**config.mk**
```make
export PLATFORM = sky130hd
export DESIGN_NAME = wb_commit_arbiter
export DESIGN_NICKNAME = d
export VERILOG_FILES = /design/src/rtl/trinity_pkg.sv /design/src/rtl/rr_arbiter.sv /design/src/rtl/wb_commit_arbiter.sv
export SDC_FILE = /design/constraint.sdc
export NUM_CORES = 1
export LEC_CHECK = 0
export BUFFER_PORTS_ARGS = -buffer_cell sky130_fd_sc_hd__buf_2
export CAP_MARGIN = 30
export CORE_AREA = 2 2 302 304
export DETAILED_ROUTE_END_ITERATION = 7
export DIE_AREA = 0 0 304 306
export PLACE_DENSITY_LB_ADDON = 0.08
export RECOVER_POWER = 50
export SLEW_MARGIN = 15
export SYNTH_ARGS = -nofsm -noshare
export SYNTH_HDL_FRONTEND = slang
export SYNTH_SLANG_ARGS = --single-unit
```
**constraint.sdc**
```tcl
create_clock -name clock -period 3.5 [get_ports clock]
set_input_delay 0.875 -clock clock [delete_from_list [all_inputs] [get_ports clock]]
set_output_delay 0.875 -clock clock [all_outputs]
set_load 0.02 [all_outputs]
```
**src/rtl/trinity_pkg.sv**
```systemverilog
// Shared types and constants for the trinity writeback/commit path.
package trinity_pkg;

    localparam int unsigned RD_W     = 5;
    localparam int unsigned PC_W     = 64;
    localparam int unsigned INSTR_W  = 32;
    localparam int unsigned XLEN_MAX = 64;

    localparam int unsigned ARB_FIXED = 0;
    localparam int unsigned ARB_RR    = 1;

    localparam logic [63:0] MMIO_LO_DEF = 64'h0000_0000_3000_0000;
    localparam logic [63:0] MMIO_HI_DEF = 64'h0000_0000_4070_0000;

    typedef struct packed {
        logic [RD_W-1:0]     rd;
        logic                need_to_wb;
        logic                is_load;
        logic                is_ls;
        logic                mmio;
        logic [XLEN_MAX-1:0] result;
        logic [PC_W-1:0]     pc;
        logic [INSTR_W-1:0]  instr;
    } wb_entry_t;

    // Inclusive MMIO window test, only meaningful for loads/stores.
    function automatic logic in_mmio(input logic is_ls, input logic [63:0] addr,
                                     input logic [63:0] lo, input logic [63:0] hi);
        return is_ls && (addr >= lo) && (addr <= hi);
    endfunction

endpackage

```
**src/rtl/rr_arbiter.sv**
```systemverilog
// One-hot arbiter: fixed priority (lowest index) or round-robin from a registered pointer.
module rr_arbiter
    import trinity_pkg::*;
#(
    parameter int unsigned NUM_CH   = 2,
    parameter int unsigned ARB_MODE = ARB_FIXED
) (
    input  logic              clk,
    input  logic              rst_n,
    input  logic [NUM_CH-1:0] req,
    output logic [NUM_CH-1:0] grant
);

    localparam int unsigned PTR_W = (NUM_CH > 1) ? $clog2(NUM_CH) : 1;

    logic [PTR_W-1:0] ptr_q;
    logic [PTR_W-1:0] base;
    logic [PTR_W-1:0] idx;
    logic [PTR_W-1:0] win;
    logic             found;

    // Scan from the base index with wrap; first requester wins.
    always_comb begin
        grant = '0;
        win   = '0;
        idx   = '0;
        found = 1'b0;
        base  = (ARB_MODE == ARB_RR) ? ptr_q : '0;
        for (int unsigned k = 0; k < NUM_CH; k++) begin
            idx = PTR_W'((32'(base) + k) % NUM_CH);
            if (!found && req[idx]) begin
                found = 1'b1;
                win   = idx;
            end
        end
        if (found) begin
            grant[win] = 1'b1;
        end
    end

    always_ff @(posedge clk or negedge rst_n) begin
        if (!rst_n) begin
            ptr_q <= '0;
        end else if (found) begin
            ptr_q <= PTR_W'((32'(win) + 1) % NUM_CH);
        end
    end

endmodule

```
**src/rtl/wb_commit_arbiter.sv**
```systemverilog
// Writeback/commit stage: per-channel 1-entry buffers, single WB register, commit trace.
// Commit trace and counter exist only when TRINITY_DIFFTEST_EN is defined.
module wb_commit_arbiter
    import trinity_pkg::*;
#(
    parameter int unsigned NUM_CH   = 2,
    parameter int unsigned XLEN     = 64,
    parameter int unsigned ARB_MODE = ARB_FIXED,
    parameter logic [63:0] MMIO_LO  = MMIO_LO_DEF,
    parameter logic [63:0] MMIO_HI  = MMIO_HI_DEF
) (
    input  logic                      clock,
    input  logic                      reset_n,
    input  logic                      flush,
    input  logic [NUM_CH-1:0]         ch_valid,
    output logic [NUM_CH-1:0]         ch_ready,
    input  logic [NUM_CH*RD_W-1:0]    ch_rd,
    input  logic [NUM_CH-1:0]         ch_need_to_wb,
    input  logic [NUM_CH-1:0]         ch_is_load,
    input  logic [NUM_CH-1:0]         ch_is_ls,
    input  logic [NUM_CH*XLEN-1:0]    ch_ls_address,
    input  logic [NUM_CH*XLEN-1:0]    ch_result,
    input  logic [NUM_CH*PC_W-1:0]    ch_pc,
    input  logic [NUM_CH*INSTR_W-1:0] ch_instr,
    output logic                      regfile_write_valid,
    output logic [RD_W-1:0]           regfile_write_rd,
    output logic [XLEN-1:0]           regfile_write_data,
    output logic                      wb_byp_need_to_wb,
    output logic [RD_W-1:0]           wb_byp_rd,
    output logic [XLEN-1:0]           wb_byp_result,
    output logic                      commit_valid,
    output logic                      commit_rfwen,
    output logic                      commit_skip,
    output logic [RD_W-1:0]           commit_rd,
    output logic [PC_W-1:0]           commit_pc,
    output logic [INSTR_W-1:0]        commit_instr,
    output logic [63:0]               commit_count
);

    logic [NUM_CH-1:0] occ_q;
    logic [NUM_CH-1:0] req;
    logic [NUM_CH-1:0] grant;
    logic [NUM_CH-1:0] accept;
    logic              any_grant;

    wb_entry_t   in_entry [NUM_CH];
    logic [63:0] in_addr  [NUM_CH];
    wb_entry_t   buf_q    [NUM_CH];
    logic [63:0] addr_q   [NUM_CH];

    wb_entry_t   gnt_entry;
    logic [63:0] gnt_addr;
    logic        gnt_wen;

    wb_entry_t   wb_q;
    logic        wb_valid_q;
    logic        wb_wen_q;
    logic        unused_wb;

    // Unpack the flat channel buses into per-channel entries.
    always_comb begin
        for (int i = 0; i < NUM_CH; i++) begin
            in_entry[i]            = '0;
            in_entry[i].rd         = ch_rd[i*RD_W +: RD_W];
            in_entry[i].need_to_wb = ch_need_to_wb[i];
            in_entry[i].is_load    = ch_is_load[i];
            in_entry[i].is_ls      = ch_is_ls[i];
            in_entry[i].result     = XLEN_MAX'(ch_result[i*XLEN +: XLEN]);
            in_entry[i].pc         = ch_pc[i*PC_W +: PC_W];
            in_entry[i].instr      = ch_instr[i*INSTR_W +: INSTR_W];
            in_addr[i]             = 64'(ch_ls_address[i*XLEN +: XLEN]);
        end
    end

    assign req       = flush ? '0 : occ_q;
    assign any_grant = |grant;
    assign ch_ready  = flush ? '0 : (~occ_q | grant);
    assign accept    = ch_valid & ch_ready;

    rr_arbiter #(
        .NUM_CH   (NUM_CH),
        .ARB_MODE (ARB_MODE)
    ) u_arb (
        .clk   (clock),
        .rst_n (reset_n),
        .req   (req),
        .grant (grant)
    );

    // Select the granted entry; MMIO class and regfile enable are resolved here.
    always_comb begin
        gnt_entry = '0;
        gnt_addr  = '0;
        for (int i = 0; i < NUM_CH; i++) begin
            if (grant[i]) begin
                gnt_entry = buf_q[i];
                gnt_addr  = addr_q[i];
            end
        end
        gnt_entry.mmio = in_mmio(gnt_entry.is_ls, gnt_addr, MMIO_LO, MMIO_HI);
        gnt_wen = any_grant & gnt_entry.need_to_wb & (gnt_entry.rd != '0)
                & ~(gnt_entry.mmio & gnt_entry.is_load);
    end

    // Channel buffers: a same-cycle grant and accept keeps the slot full.
    always_ff @(posedge clock or negedge reset_n) begin
        if (!reset_n) begin
            occ_q <= '0;
            for (int i = 0; i < NUM_CH; i++) begin
                buf_q[i]  <= '0;
                addr_q[i] <= '0;
            end
        end else begin
            for (int i = 0; i < NUM_CH; i++) begin
                occ_q[i] <= ~flush & (accept[i] | (occ_q[i] & ~grant[i]));
                if (accept[i]) begin
                    buf_q[i]  <= in_entry[i];
                    addr_q[i] <= in_addr[i];
                end
            end
        end
    end

    always_ff @(posedge clock or negedge reset_n) begin
        if (!reset_n) begin
            wb_q       <= '0;
            wb_valid_q <= 1'b0;
            wb_wen_q   <= 1'b0;
        end else begin
            wb_valid_q <= any_grant;
            wb_wen_q   <= gnt_wen;
            if (any_grant) begin
                wb_q <= gnt_entry;
            end
        end
    end

    assign regfile_write_valid = wb_wen_q;
    assign regfile_write_rd    = wb_q.rd;
    assign regfile_write_data  = XLEN'(wb_q.result);
    assign wb_byp_need_to_wb   = wb_wen_q;
    assign wb_byp_rd           = wb_q.rd;
    assign wb_byp_result       = XLEN'(wb_q.result);

    assign unused_wb = ^{wb_q.need_to_wb, wb_q.is_load, wb_q.is_ls};

`ifdef TRINITY_DIFFTEST_EN
    logic               cm_valid_q;
    logic               cm_rfwen_q;
    logic               cm_skip_q;
    logic [RD_W-1:0]    cm_rd_q;
    logic [PC_W-1:0]    cm_pc_q;
    logic [INSTR_W-1:0] cm_instr_q;
    logic [63:0]        cm_count_q;
    logic               cm_fire;

    // A WB entry caught by flush is discarded and never reaches the trace.
    assign cm_fire = wb_valid_q & ~flush;

    always_ff @(posedge clock or negedge reset_n) begin
        if (!reset_n) begin
            cm_valid_q <= 1'b0;
            cm_rfwen_q <= 1'b0;
            cm_skip_q  <= 1'b0;
            cm_rd_q    <= '0;
            cm_pc_q    <= '0;
            cm_instr_q <= '0;
            cm_count_q <= '0;
        end else begin
            cm_valid_q <= cm_fire;
            cm_rfwen_q <= cm_fire & wb_wen_q;
            cm_skip_q  <= cm_fire & wb_q.mmio;
            cm_count_q <= cm_count_q + 64'(cm_fire);
            if (cm_fire) begin
                cm_rd_q    <= wb_q.rd;
                cm_pc_q    <= wb_q.pc;
                cm_instr_q <= wb_q.instr;
            end
        end
    end

    assign commit_valid = cm_valid_q;
    assign commit_rfwen = cm_rfwen_q;
    assign commit_skip  = cm_skip_q;
    assign commit_rd    = cm_rd_q;
    assign commit_pc    = cm_pc_q;
    assign commit_instr = cm_instr_q;
    assign commit_count = cm_count_q;
`else
    logic unused_trace;

    assign unused_trace = ^{wb_valid_q, wb_q.mmio, wb_q.pc, wb_q.instr};

    assign commit_valid = 1'b0;
    assign commit_rfwen = 1'b0;
    assign commit_skip  = 1'b0;
    assign commit_rd    = '0;
    assign commit_pc    = '0;
    assign commit_instr = '0;
    assign commit_count = '0;
`endif

endmodule

```
Word level (Yosys, flattened, before mapping) --
Cells that the tools add are included.
Storage, ports and cells: output and inout bits 310, register bits 536, word-level logic and storage cells 60
Cells by class: muxes and demuxes 12, order comparisons 4, bitwise gates (word level) 17, reductions and logical operators 7
Operator list (number):
- $mux W169 | 2
- $mux W64 | 2
- $ge A64 B30 Y1 const B | 1
- $le A64 B31 Y1 const B | 1
- $and A1 B1 Y1 | 8
- $mux W2 | 3
- $reduce_bool A5 Y1 | 1
- $logic_and A1 B1 Y1 | 4
- $mux W1 | 4
- $not A1 Y1 | 4
- $and A2 B2 Y2 | 1
- $lt A1 B2 Y1 const B | 1
- $not A2 Y2 | 1
- $or A1 B1 Y1 | 2
- $or A2 B2 Y2 | 1
- $reduce_or A2 Y1 | 1
- $demux W1 S1 | 1
- $ge A1 B1 Y1 const B | 1
- $logic_not A1 Y1 | 1

Depth between registers and ports, before layout --
Gate-level depths: netlist (run 1).
word-level depth 18, mapped depth 7, mapped depth without buffers 5

Hierarchy --
From an unflattened synthesis (run 1), not the netlist that was laid out.
Second synthesis, totals: cells, all modules 1195, area, all modules 15716.3 µm²
By module, submodules not included:
- wb_commit_arbiter | seq. area each 8608.3 µm², area an instance 15706.3 µm², cells each 1193, instances 1
- rr_arbiter | seq. area each 0.0 µm², area an instance 10.0 µm², cells each 2, instances 1

Least setup slack after synthesis (run 1) --
OpenSTA, ideal clock, no wires.
path kind input to register, start point in flush, end point reg addr_q[5] (netlist name), required time 3.372 ns, stages on the path 5, arrival time 1.953 ns, slack 1.419 ns, path buffers 2, path through a21oi_2 > nand2_2 > buf_2 > buf_2 > mux2_1
Between the ends: word-level cells in the longest chain between the ends 13, elaborated cells between the ends (all ways) 15
RTL lines:
- start, declared | RTL line wb_commit_arbiter.sv:14 | input logic flush,
- $mux W2 | RTL line wb_commit_arbiter.sv:75 | assign req = flush ? '0 : occ_q;
- $mux W1 | RTL line rr_arbiter.sv:31 | if (!found && req[idx]) begin
- $logic_not A1 Y1 | RTL line rr_arbiter.sv:31
- $logic_and A1 B1 Y1 | RTL line rr_arbiter.sv:31
- $mux W1 | RTL line rr_arbiter.sv:31
- $lt A1 B2 Y1 (not written as such) / $ge A1 B1 Y1 (equally long branches) | RTL line rr_arbiter.sv:37 | grant[win] = 1'b1;
- $logic_and A1 B1 Y1 (not written as such) | RTL line rr_arbiter.sv:37
- $mux W1 (not written as such) | RTL line rr_arbiter.sv:37
- $demux W1 S1
- $mux W2 | RTL line rr_arbiter.sv:36 | if (found) begin
- $or A2 B2 Y2 | RTL line wb_commit_arbiter.sv:77 | assign ch_ready = flush ? '0 : (~occ_q | grant);
- $mux W2 (*) | RTL line wb_commit_arbiter.sv:77
- $and A2 B2 Y2 (*) | RTL line wb_commit_arbiter.sv:78 | assign accept = ch_valid & ch_ready;
- end signal, assigned by index | RTL line wb_commit_arbiter.sv:118 | addr_q[i] <= in_addr[i];
- end, declared | RTL line wb_commit_arbiter.sv:49 | logic [63:0] addr_q [NUM_CH];
Mark *: on every way between the ends. The rest lies on a longest branch, timed or not. A chain may end at the register's enable or synchronous reset.

Worst setup path after layout (run 1) --
start point in flush, end point reg buf_q[313] (netlist name)
Between the ends: word-level cells in the longest chain between the ends 13, elaborated cells between the ends (all ways) 15
RTL lines:
- $mux W2 | RTL line wb_commit_arbiter.sv:75
- $mux W1 | RTL line rr_arbiter.sv:31
- $logic_not A1 Y1 | RTL line rr_arbiter.sv:31
- $logic_and A1 B1 Y1 | RTL line rr_arbiter.sv:31
- $mux W1 | RTL line rr_arbiter.sv:31
- $lt A1 B2 Y1 (not written as such) / $ge A1 B1 Y1 (equally long branches) | RTL line rr_arbiter.sv:37
- $logic_and A1 B1 Y1 (not written as such) | RTL line rr_arbiter.sv:37
- $mux W1 (not written as such) | RTL line rr_arbiter.sv:37
- $demux W1 S1
- $mux W2 | RTL line rr_arbiter.sv:36
- $or A2 B2 Y2 | RTL line wb_commit_arbiter.sv:77
- $mux W2 (*) | RTL line wb_commit_arbiter.sv:77
- $and A2 B2 Y2 (*) | RTL line wb_commit_arbiter.sv:78
- end signal, assigned by index | RTL line wb_commit_arbiter.sv:117 | buf_q[i] <= in_entry[i];
- end, declared | RTL line wb_commit_arbiter.sv:48 | wb_entry_t buf_q [NUM_CH];
Marked as above.

==> results.md, run 1 <==
* Vias per inst at 3.64
* Combinational share of power at 17.4%
* Max-cap violations at 3
* Hold depth at 1
* Num CTS Buffers at 48
* Final wirelength at 52600 um
* Setup TNS at 0 ps
* Global route overflow at 0
* Clock Sinks at 344
* Vias at between 10000 and 15000
* Peak supply drop at between 300 and 400 uV
* Core ar. at approximately 0.09 mm^2
* Final setup vio count at 0
* Initial antenna violation count at 37
* Number of buffers added on ports at 418
* FP Rows at 110
* Final RePlAce weighted congestion at 0.712
* Mapped Cells at approximately 1200
* Residual DRC count at 0
* Rel. slew slack at -50.2%
* Cts hold-fix bufs at 0
* Synthesized area at around 0.015 mm^2
* Most common cell after layout, fill and taps aside: buf_2
* Die width at approximately 300 um
* EDFF count, synth at 0
* Global Route met3 Usage at 3.93%
* CP delay by family, top: buffers and inverters
* Crit end category: flop
* Dpl cell area at 0.0178 mm^2
* I/O pins at 779
* Violated checks: capacitance limit, slew limit
* Clk pwr share at between 40% and 50%
* Most frequent cells in the layout: buf_2 (417), dfrtp_1 (343), mux2_2 (270)
* Register area share after synthesis at 56.0%
* Sw Ratio at 29.8%
* Clk Latency, worst-skew pair at 580 ps
* Area grow syn2layout at 25.9%
* Die area at slightly above 0.09 mm^2
* Async set-reset flop share out of synthesis at 100%
* Final ANT Viol Nets at 0
* Post-synth top flop: dfrtp_1
* DP HPWL at 36300 um
* Average routed wire per standard cell at 18.9 um
* Clock Path Buffers at 3
* Pre-Repair DR Iteration Count at 4
* Status: finished with violations
* First-pass GRT wire length at 76500 um
* P_int at 8.62 mW
* RSZ-0062 raised after global routing: no
* CTS tree: built
* CTS resizes at 0
* CTS H-Tree Depth at 2
* M2 GR Usage at a little under a fifth
* Clock transition time at the flip-flop clock pins of the worst setup and hold paths at 50 ps
* Fin Hold WS at 499 ps
* Fraction of layout cells with a size suffix above 1 at about half
* GRT busiest layer: met2
* First DRT Iteration DRCs at between 200 and 300
* CP arrival at about 3500 ps
* Minimum clock period at ~3000 ps
* Largest net degree at the start of global routing at 86
* Number of synthesis warnings at 0
* Critical-path top delay cell: buf_2
* Critical path's largest stage delay at 1610 ps
* Hold Path Class: reg -> reg
* P per Cell Area at 635 mW/mm^2
* Die Ht at approximately 310 um
* Final nets at 2032
* Crit path cell chain: clkbuf_1 > nor2b_1 > buf_2 > mux2_2
* Post-Syn Area per Cell at 12.7 um^2
* Crit path buf inv count at 2
* Sequential share of power at 41.6%
* Slew Viols, Final at ~190
* Leakage at 8.85 nW
* Period utilization at between 80 and 90%
* R2R depth at 5
* Critical path type: in -> reg
* Post-CTS setup buffer count at 0
* Switching Power at 3.66 mW
* Fmax at 326 MHz
* Initial Utilization at 17.2%
* Critical path depth at 4
* CP Max Fanout at 85
* Met1 Track Usage GR at 13.5%
* Final Cell Area at 0.0194 mm^2
* Flops & latches, synth at 344
* Total track usage at 11.1%
* Vias in the first global route at 10800
* Final hold violations at 0
* Required time worst endpoint at 3950 ps
* Worst Tran Pin Value at ~2300 ps
* Worst Setup Start Kind: primary input
* Skew final at 14.6 ps
* Yosys cell types at 36
* CTS root buffer: clkbuf_16
-- worst reg2reg max path, stage by stage, from the launching register on --
cell and delay, ps:
dfrtp_4 620, clkbuf_2 660, nor2b_4 290, buf_4 540
a22oi_1 260, o21ai_0 210
-- path summary, 6_finish.rpt --
check / startpoint / endpoint / slack (ps)
worst min register to register: addr_q[6] / addr_q[6] / 500
min in group asynchronous: reset_n / addr_q[42] / 710
worst max-delay path: flush / buf_q[313] / 430
max in group asynchronous: reset_n / regfile_write_rd[3] / 740
worst min-delay path: addr_q[6] / addr_q[6] / 500
worst max register to register: occ_q[0] / regfile_write_data[11] / 830
-- layer usage --
metal | up-vias | part of all wire [%]
li1 | 4562 | -
met1 | 5011 | 41
met2 | 402 | 48
met3 | 112 | 7.7
met4 | 48 | 2.2
met5 | - | 0.59
-- sequential cells by signal, indices dropped and copies added, names as in the netlist --
signal and flops:
addr_q 128, buf_q 144, occ_q 2, regfile_write_data 64
regfile_write_rd 5, regfile_write_valid 1
-- synth_stat cells, types with 2 or more instances --
library cell  number  area, um^2
clkbuf_1          23        86.3
a311oi_1           2        17.5
and3_1             4        25.0
nand2_1           77         289
a21oi_1            5        25.0
buf_1              3        11.3
buf_2             36         180
nor3_1             5        25.0
nand4b_1           2        17.5
mux2_1             2        22.5
nor2b_1            2        12.5
or3_1              2        12.5
or4_1              2        15.0
nand4_1            2        12.5
o21ai_0           70         350
a22oi_1           69         518
mux2_2           270        3040
dfrtp_1          344        8610
nand3b_1           2        15.0
nor4_1            25         156
a31oi_1            3        18.8
o31ai_1            2        15.0
nor2_1             5        18.8
buf_4            239        1790
o22ai_1            2        12.5
-- final cells by class --
class                   instances  area, um^2
fillers                      9667       70200
flip-flops and latches        344        8610
multi-input cells             730        5350
repair buffers                438        2280
well taps                    1176        1470
clock buffers                  71        1390
clock inverters                15         230
diodes                          8        20.0
inverters                       1        3.75
-- power by group through the flow --
stage / logic, mW / clock network (mW) / registers, mW
after floorplan: 1.55 / 0 / 5.21
after global placement: 2.18 / 0 / 5.18
after detailed placement: 2.19 / 0 / 5.20
after CTS: 2.19 / 5.31 / 5.14
after global routing: 2.33 / 5.46 / 5.21
final: 2.14 / 5.05 / 5.11
-- stage by stage --
step	power (mW)	cells	worst slack, ps	util [%]
final	12.3	2783	433	21.6
after global routing	13.0	2779	242	21.6
after CTS	12.6	2775	457	21.7
after detailed placement	7.39	2689	791	19.9
after global placement	7.37	2689	790	19.9
after floorplan	6.76	1376	1420	-
-- logic make-up after synthesis --
| group | share of synthesized area [%] |
|---|---|
| buf+inv | 13.5 |
| flops | 56.0 |
| compound gates | 6.31 |
| simple gates | 4.26 |
| other cells | 0.0244 |
| mux | 19.9 |
(Power assumes the default switching activity.)
==> inputs of run 2 (changes only) <==
--- a/config.mk
+++ b/config.mk
@@ -7,11 +7,12 @@
 export LEC_CHECK = 0
 export BUFFER_PORTS_ARGS = -buffer_cell sky130_fd_sc_hd__buf_2
 export CAP_MARGIN = 30
-export CORE_AREA = 2 2 302 304
+export CORE_AREA = 2 2 300 302
 export DETAILED_ROUTE_END_ITERATION = 7
-export DIE_AREA = 0 0 304 306
+export DIE_AREA = 0 0 302 304
 export PLACE_DENSITY_LB_ADDON = 0.08
 export RECOVER_POWER = 50
+export REMOVE_ABC_BUFFERS = 1
 export SLEW_MARGIN = 15
 export SYNTH_ARGS = -nofsm -noshare
 export SYNTH_HDL_FRONTEND = slang
==> results.md, run 2 (synthesis results as in run 1) <==
* Crit path launch: flush (unchanged)
* Skew final at 19.8 ps (was 14.6 ps)
* Final hold violations at 0 (unchanged)
* Placed cell count at 2695 (was 2689)
* Sw Ratio at 29.7% (was 29.8%)
* Fraction of layout cells with a size suffix above 1 at 48.8% (was 49.2%)
* Final setup vio count at 0 (unchanged)
* I/O pins at 779 (unchanged)
* Hold depth at 2 (was 1)
* Worst r2r dst: regfile_write_data[49] (was regfile_write_data[11])
* Average routed wire per standard cell at 19.6 um (was 18.9 um)
* Initial antenna violation count at 44 (was 37)
* Residual DRC count at 0 (unchanged)
* P per Cell Area at 629 mW/mm^2 (was 635 mW/mm^2)
* CP delay by family, top: simple AND/OR/NAND/NOR gates (was buffers and inverters)
* Critical R2R Launch: occ_q[0] (unchanged)
* Combinational share of power at 18.2% (was 17.4%)
* Setup TNS at 0 ps (unchanged)
* Hold Path Class: reg -> reg (unchanged)
* Cts hold-fix bufs at 0 (unchanged)
* Post-place setup slack at 796 ps (was 791 ps)
* Clock transition time at the flip-flop clock pins of the worst setup and hold paths at 50 ps (about the same)
* CTS resizes at 0 (unchanged)
* Vias per inst at 3.69 (was 3.64)
* Clk pwr share at 40.3% (was 41.1%)
* Worst Tran Pin Value at 2040 ps (was 2250 ps)
* Vias at 10300 (was 10100)
* Most frequent cells in the layout: buf_2 (416), dfrtp_1 (343), mux2_2 (270) (was buf_2 (417), dfrtp_1 (343), mux2_2 (270))
* Worst setup endpoint: buf_q[325] (was buf_q[313])
* Met1 Track Usage GR at 13.7% (was 13.5%)
* CTS tree: built (unchanged)
* Final RePlAce weighted congestion at 0.705 (was 0.712)
* Violated checks: capacitance limit, slew limit (unchanged)
* Slew Viols, Final at 63 (was 193)
* Fmax at 336 MHz (was 326 MHz)
* Num CTS Buffers at 46 (was 48)
* Final nets at 2036 (was 2032)
* GRT busiest layer: met2 (unchanged)
* Period utilization at 85.0% (was 87.6%)
* Largest Register: buf_q (unchanged)
* Max-cap violations at 1 (was 3)
* Number of buffers added on ports at 418 (unchanged)
* Max FFs per register at 144 (unchanged)
* Global route overflow at 0 (unchanged)
* Status: finished with violations (unchanged)
* Worst Setup Start Kind: primary input (unchanged)
* Vias in the first global route at 10900 (was 10800)
* Required time worst endpoint at 3950 ps (about the same)
* Final worst-path setup slack at 526 ps (was 433 ps)
* Critical path depth at 4 (unchanged)
* Critical-path top delay cell: nor2b_1 (was buf_2)
* Critical path's largest stage delay at 1150 ps (was 1610 ps)
* Peak supply drop at 325 uV (was 334 uV)
* P_int at 8.57 mW (was 8.62 mW)
* Global Route met3 Usage at 5.52% (was 3.93%)
* Initial Utilization at 17.3% (was 17.2%)
* FP Rows at 110 (unchanged)
* Pre-Repair DR Iteration Count at 4 (unchanged)
* CTS root buffer: clkbuf_16 (unchanged)
* Largest net degree at the start of global routing at 73 (was 86)
* M2 GR Usage at 19.4% (was 18.5%)
* Die area at 0.0918 mm^2 (was 0.0930 mm^2)
* First-pass GRT wire length at 78800 um (was 76500 um)
* Crit end category: flop (unchanged)
* Switching Power at 3.62 mW (was 3.66 mW)
* Clock Path Buffers at 3 (unchanged)
* Die Ht at 304 um (was 306 um)
* Layout Cells excl Fill at 2784 (was 2783)
* Most common cell after layout, fill and taps aside: buf_2 (unchanged)
* Sequential share of power at 41.6% (about the same)
* Final wirelength at 54500 um (was 52600 um)
* Critical path type: in -> reg (unchanged)
* Leakage at 8.85 nW (about the same)
* Clock Sinks at 344 (unchanged)
* Die width at 302 um (was 304 um)
* Power consumption at 12.2 mW (was 12.3 mW)
* Minimum clock period at 2970 ps (was 3070 ps)
* CTS H-Tree Depth at 2 (unchanged)
* Total track usage at 11.7% (was 11.1%)
* Rel. slew slack at -36.2% (was -50.2%)
* Final ANT Viol Nets at 0 (unchanged)
* CP arrival at 3420 ps (was 3520 ps)
* Crit path cell chain: buf_4 > nor2b_1 > clkbuf_1 > mux2_2 (was clkbuf_1 > nor2b_1 > buf_2 > mux2_2)
* CP Max Fanout at 15 (was 85)
* Core ar. at 0.0890 mm^2 (was 0.0896 mm^2)
* Register-to-register setup slack at 880 ps (was 830 ps)
* Area grow syn2layout at 26.0% (was 25.9%)
* RSZ-0062 raised after global routing: no (unchanged)
* Crit path buf inv count at 2 (unchanged)
* Clk Latency, worst-skew pair at 570 ps (was 580 ps)
* First DRT Iteration DRCs at 270 (was 259)
* Post-CTS setup buffer count at 0 (unchanged)
* DP HPWL at 38000 um (was 36300 um)
* R2R depth at 4 (was 5)
==> run 2: cell types whose count changed in the layout (fill, tap and decap cells not counted), sizes merged <==
| cell | delta |
|---|---|
| clkbuf | +8 |
| diode | -1 |
| inv | -2 |
| clkinv | -5 |
| buf | +2 |
| clkinvlp | +1 |
| bufinv | -2 |
==> run 2: per-stage QoR <==
step	util, %	hold slack, ps	instance area [um^2]
6_report	21.8	499	19400
3_5_place_dp	20.1	492	17900
2_1_floorplan	-	466	13900
3_3_place_gp	20.1	482	17900
5_1_grt	21.7	477	19400
4_1_cts	21.8	269	19400
==> run 2: routing by layer <==
metal / vias up / part of all wire (%)
li1: 4573 / -
met1: 5079 / 40
met2: 414 / 47
met3: 139 / 10
met4: 64 / 2.2
met5: - / 0.77
==> run 2: power groups by stage <==
stage | Sequential, mW | Combinational [mW] | Clock [mW]
floorplan | 5.45 | 0.928 | 0
global placement | 5.14 | 2.28 | 0
detailed placement | 5.16 | 2.29 | 0
CTS | 5.09 | 2.29 | 5.17
global route | 5.17 | 2.45 | 5.33
finish | 5.07 | 2.21 | 4.91
==> run 2: how the worst min path moves through the flow <==
stage / start / end / slack (ps)
4_1_cts: reset_n / addr_q[6] / 270
5_1_grt: ch_ls_address[70] / addr_q[6] / 480
6_report: regfile_write_data[32] / regfile_write_data[32] / 500
3_5_place_dp: regfile_write_data[48] / regfile_write_data[48] / 490
2_1_floorplan: addr_q[6] / addr_q[6] / 470
3_3_place_gp: regfile_write_data[19] / regfile_write_data[19] / 480
==> run 2: tightest hold or removal path, cell delays in order, from the launching register on <==
cell	delay (ps)
dfrtp_1	360
nand2_1	50
o21ai_0	60
==> run 2: final cells by class <==
cell class                 count  area, um^2
fill                        9675       69700
sequential                   344        8610
multi-input combinational    730        5350
timing repair buffer         444        2350
tap                         1176        1470
clock buffer                  75        1460
clock inverter                 7         113
antenna                        7        17.5
inverter                       1        3.75
==> inputs of run 3 (changes only) <==
==> constraint.sdc (replaced) <==
create_clock -name clock -period 2.5 [get_ports clock]
set_input_delay 0.625 -clock clock [delete_from_list [all_inputs] [get_ports clock]]
set_output_delay 0.625 -clock clock [all_outputs]
set_load 0.02 [all_outputs]
==> results.md, run 3 (synthesis results as in run 1) <==
* Die area at 0.0918 mm^2 (unchanged)
* Clk Latency, worst-skew pair at 570 ps (about the same)
* Global route overflow at 0 (unchanged)
* Die Ht at 304 um (unchanged)
* Skew final at 14.9 ps (was 19.8 ps)
* Minimum clock period at approximately 2300 ps
* Crit end category: output pin (was flop)
* DP HPWL at 39500 um (was 38000 um)
* Die width at 302 um (unchanged)
* P per Cell Area at 869 mW/mm^2 (was 629 mW/mm^2)
* Hold Path Class: in -> reg (was reg -> reg)
* Total track usage at 11.8% (was 11.7%)
* # fillers at 9685 (was 9675)
* Final nets at 2054 (was 2036)
* Final setup vio count at 0 (unchanged)
* CTS tree: built (unchanged)
* Largest Register: buf_q (unchanged)
* Rel. slew slack at 29.8% (was -36.2%)
* Final hold violations at 0 (unchanged)
* Crit path cell chain: a21oi_2 > buf_2 (was buf_4 > nor2b_1 > clkbuf_1 > mux2_2)
* Pre-Repair DR Iteration Count at 4 (unchanged)
* Final RePlAce weighted congestion at 0.705 (about the same)
* CP delay by family, top: flip-flops (was simple AND/OR/NAND/NOR gates)
* Residual DRC count at 0 (unchanged)
* Area grow syn2layout at 27.0% (was 26.0%)
* Fmax at 429 MHz
* Post-place setup slack at 174 ps (was 796 ps)
* Core ar. at 0.0890 mm^2 (unchanged)
* Average routed wire per standard cell at 19.6 um (about the same)
* Largest net degree at the start of global routing at 65 (was 73)
* Num CTS Buffers at 47 (was 46)
* Initial antenna violation count at 37 (was 44)
* Critical path type: reg -> out (was in -> reg)
* Clock Sinks at 344 (unchanged)
* Most frequent cells in the layout: buf_2 (416), dfrtp_1 (343), mux2_2 (270) (unchanged)
* Max-cap violations at 0 (was 1)
* Peak supply drop at 368 uV (was 325 uV)
* Initial Utilization at 17.3% (unchanged)
* Status: completed (was finished with violations)
* Vias at 10400 (was 10300)
* First-pass GRT wire length at 78800 um (about the same)
* CTS H-Tree Depth at 2 (unchanged)
* Core Util, Final at 21.9% (was 21.8%)
* Worst Setup Start Kind: flop (was primary input)
* Number of buffers added on ports at 418 (unchanged)
* Worst Tran Pin Value at 1050 ps (was 2040 ps)
* Critical path's largest stage delay at 580 ps (was 1150 ps)
* Layout Cells excl Fill at 2802 (was 2784)
* Max FFs per register at 144 (unchanged)
* Crit path buf inv count at 1 (was 2)
* CP arrival at 1700 ps (was 3420 ps)
* Critical-path top delay cell: dfrtp_4 (was nor2b_1)
* Slew Viols, Final at 0 (was 63)
* Clock Path Buffers at 3 (unchanged)
* Final ANT Viol Nets at 0 (unchanged)
* Final wirelength at 55000 um (was 54500 um)
* Period utilization at 93.2%
* FP Rows at 110 (unchanged)
* CTS resizes at 0 (unchanged)
* Fraction of layout cells with a size suffix above 1 at 49.4% (was 48.8%)
* RSZ-0062 raised after global routing: no (unchanged)
* Most common cell after layout, fill and taps aside: buf_2 (unchanged)
* First DRT Iteration DRCs at 260 (was 270)
* Vias per inst at 3.71 (was 3.69)
* Vias in the first global route at 10800 (was 10900)
* I/O pins at 779 (unchanged)
* CTS root buffer: clkbuf_16 (unchanged)
* CP Max Fanout at 14 (was 15)
* Leakage at 8.94 nW (was 8.85 nW)
* Final worst-path setup slack at 171 ps (was 526 ps)
* Clock transition time at the flip-flop clock pins of the worst setup and hold paths at 60 ps (was 50 ps)
* Required time worst endpoint at 1880 ps (was 3950 ps)
* Placed cell count at 2711 (was 2695)
[run 3: path summary, 6_finish.rpt]
kind                            slack (ps)  depth (start not counted)              start                   to
worst max-delay path                   170                          2           occ_q[0]          ch_ready[1]
worst min-delay path                   260                          2  ch_ls_address[70]            addr_q[6]
worst max register to register         520                          5           occ_q[0]  regfile_write_valid
worst min register to register         490                          1          addr_q[5]            addr_q[5]
max in group asynchronous              460                          3            reset_n           addr_q[75]
min in group asynchronous              720                          2            reset_n            addr_q[8]
[run 3: where the power goes]
part	internal [mW]	switching (mW)	leakage (nW)
Combinational	1.26	1.89	4.07
Clock	4.11	2.62	0.769
Sequential	6.49	0.598	4.10
[run 3: worst reg2reg max path: stages (launching register included)]
cell and delay (ps):
dfrtp_4 580, or3b_1 560, o22ai_1 260, nor3_1 80, nor4_2 240, a31oi_1 120
[run 3: what timing repair did]
action | in CTS | in global routing
hold buffers | 1 | 0
hold endpoints to repair | 3 | 0
buffers inserted | 0 | 0
[run 3: metal layers]
metal	GRT usage (%)	wire length [um]	part of all wire, %
met5	0	358	0.65
met1	13.8	21400	39
met2	19.7	26600	48
met4	2.48	1010	1.8
met3	5.49	5570	10
[run 3: final cells by class]
cell class | instances | area [um^2] | area share [%]
Inverter | 1 | 3.75 | 0.0192
Sequential cell | 344 | 8610 | 44.1
Antenna cell | 6 | 15.0 | 0.0769
Timing Repair Buffer | 461 | 2520 | 12.9
Multi-Input combinational cell | 730 | 5350 | 27.4
Tap cell | 1176 | 1470 | 7.53
Clock inverter | 10 | 81.3 | 0.416
Clock buffer | 74 | 1470 | 7.53
[run 3: per-stage QoR]
| step | hold WS, ps | total power [mW] | instance area [um^2] | setup TNS (ps) |
|---|---|---|---|---|
| finish | 265 | 17.0 | 19500 | 0 |
| detailed placement | 493 | 10.5 | 18100 | 0 |
| CTS | 213 | 17.5 | 19700 | 0 |
| global placement | 482 | 10.5 | 18100 | 0 |
| global route | 241 | 18.0 | 19500 | 0 |
| floorplan | 329 | 8.93 | 13900 | -1022560 |
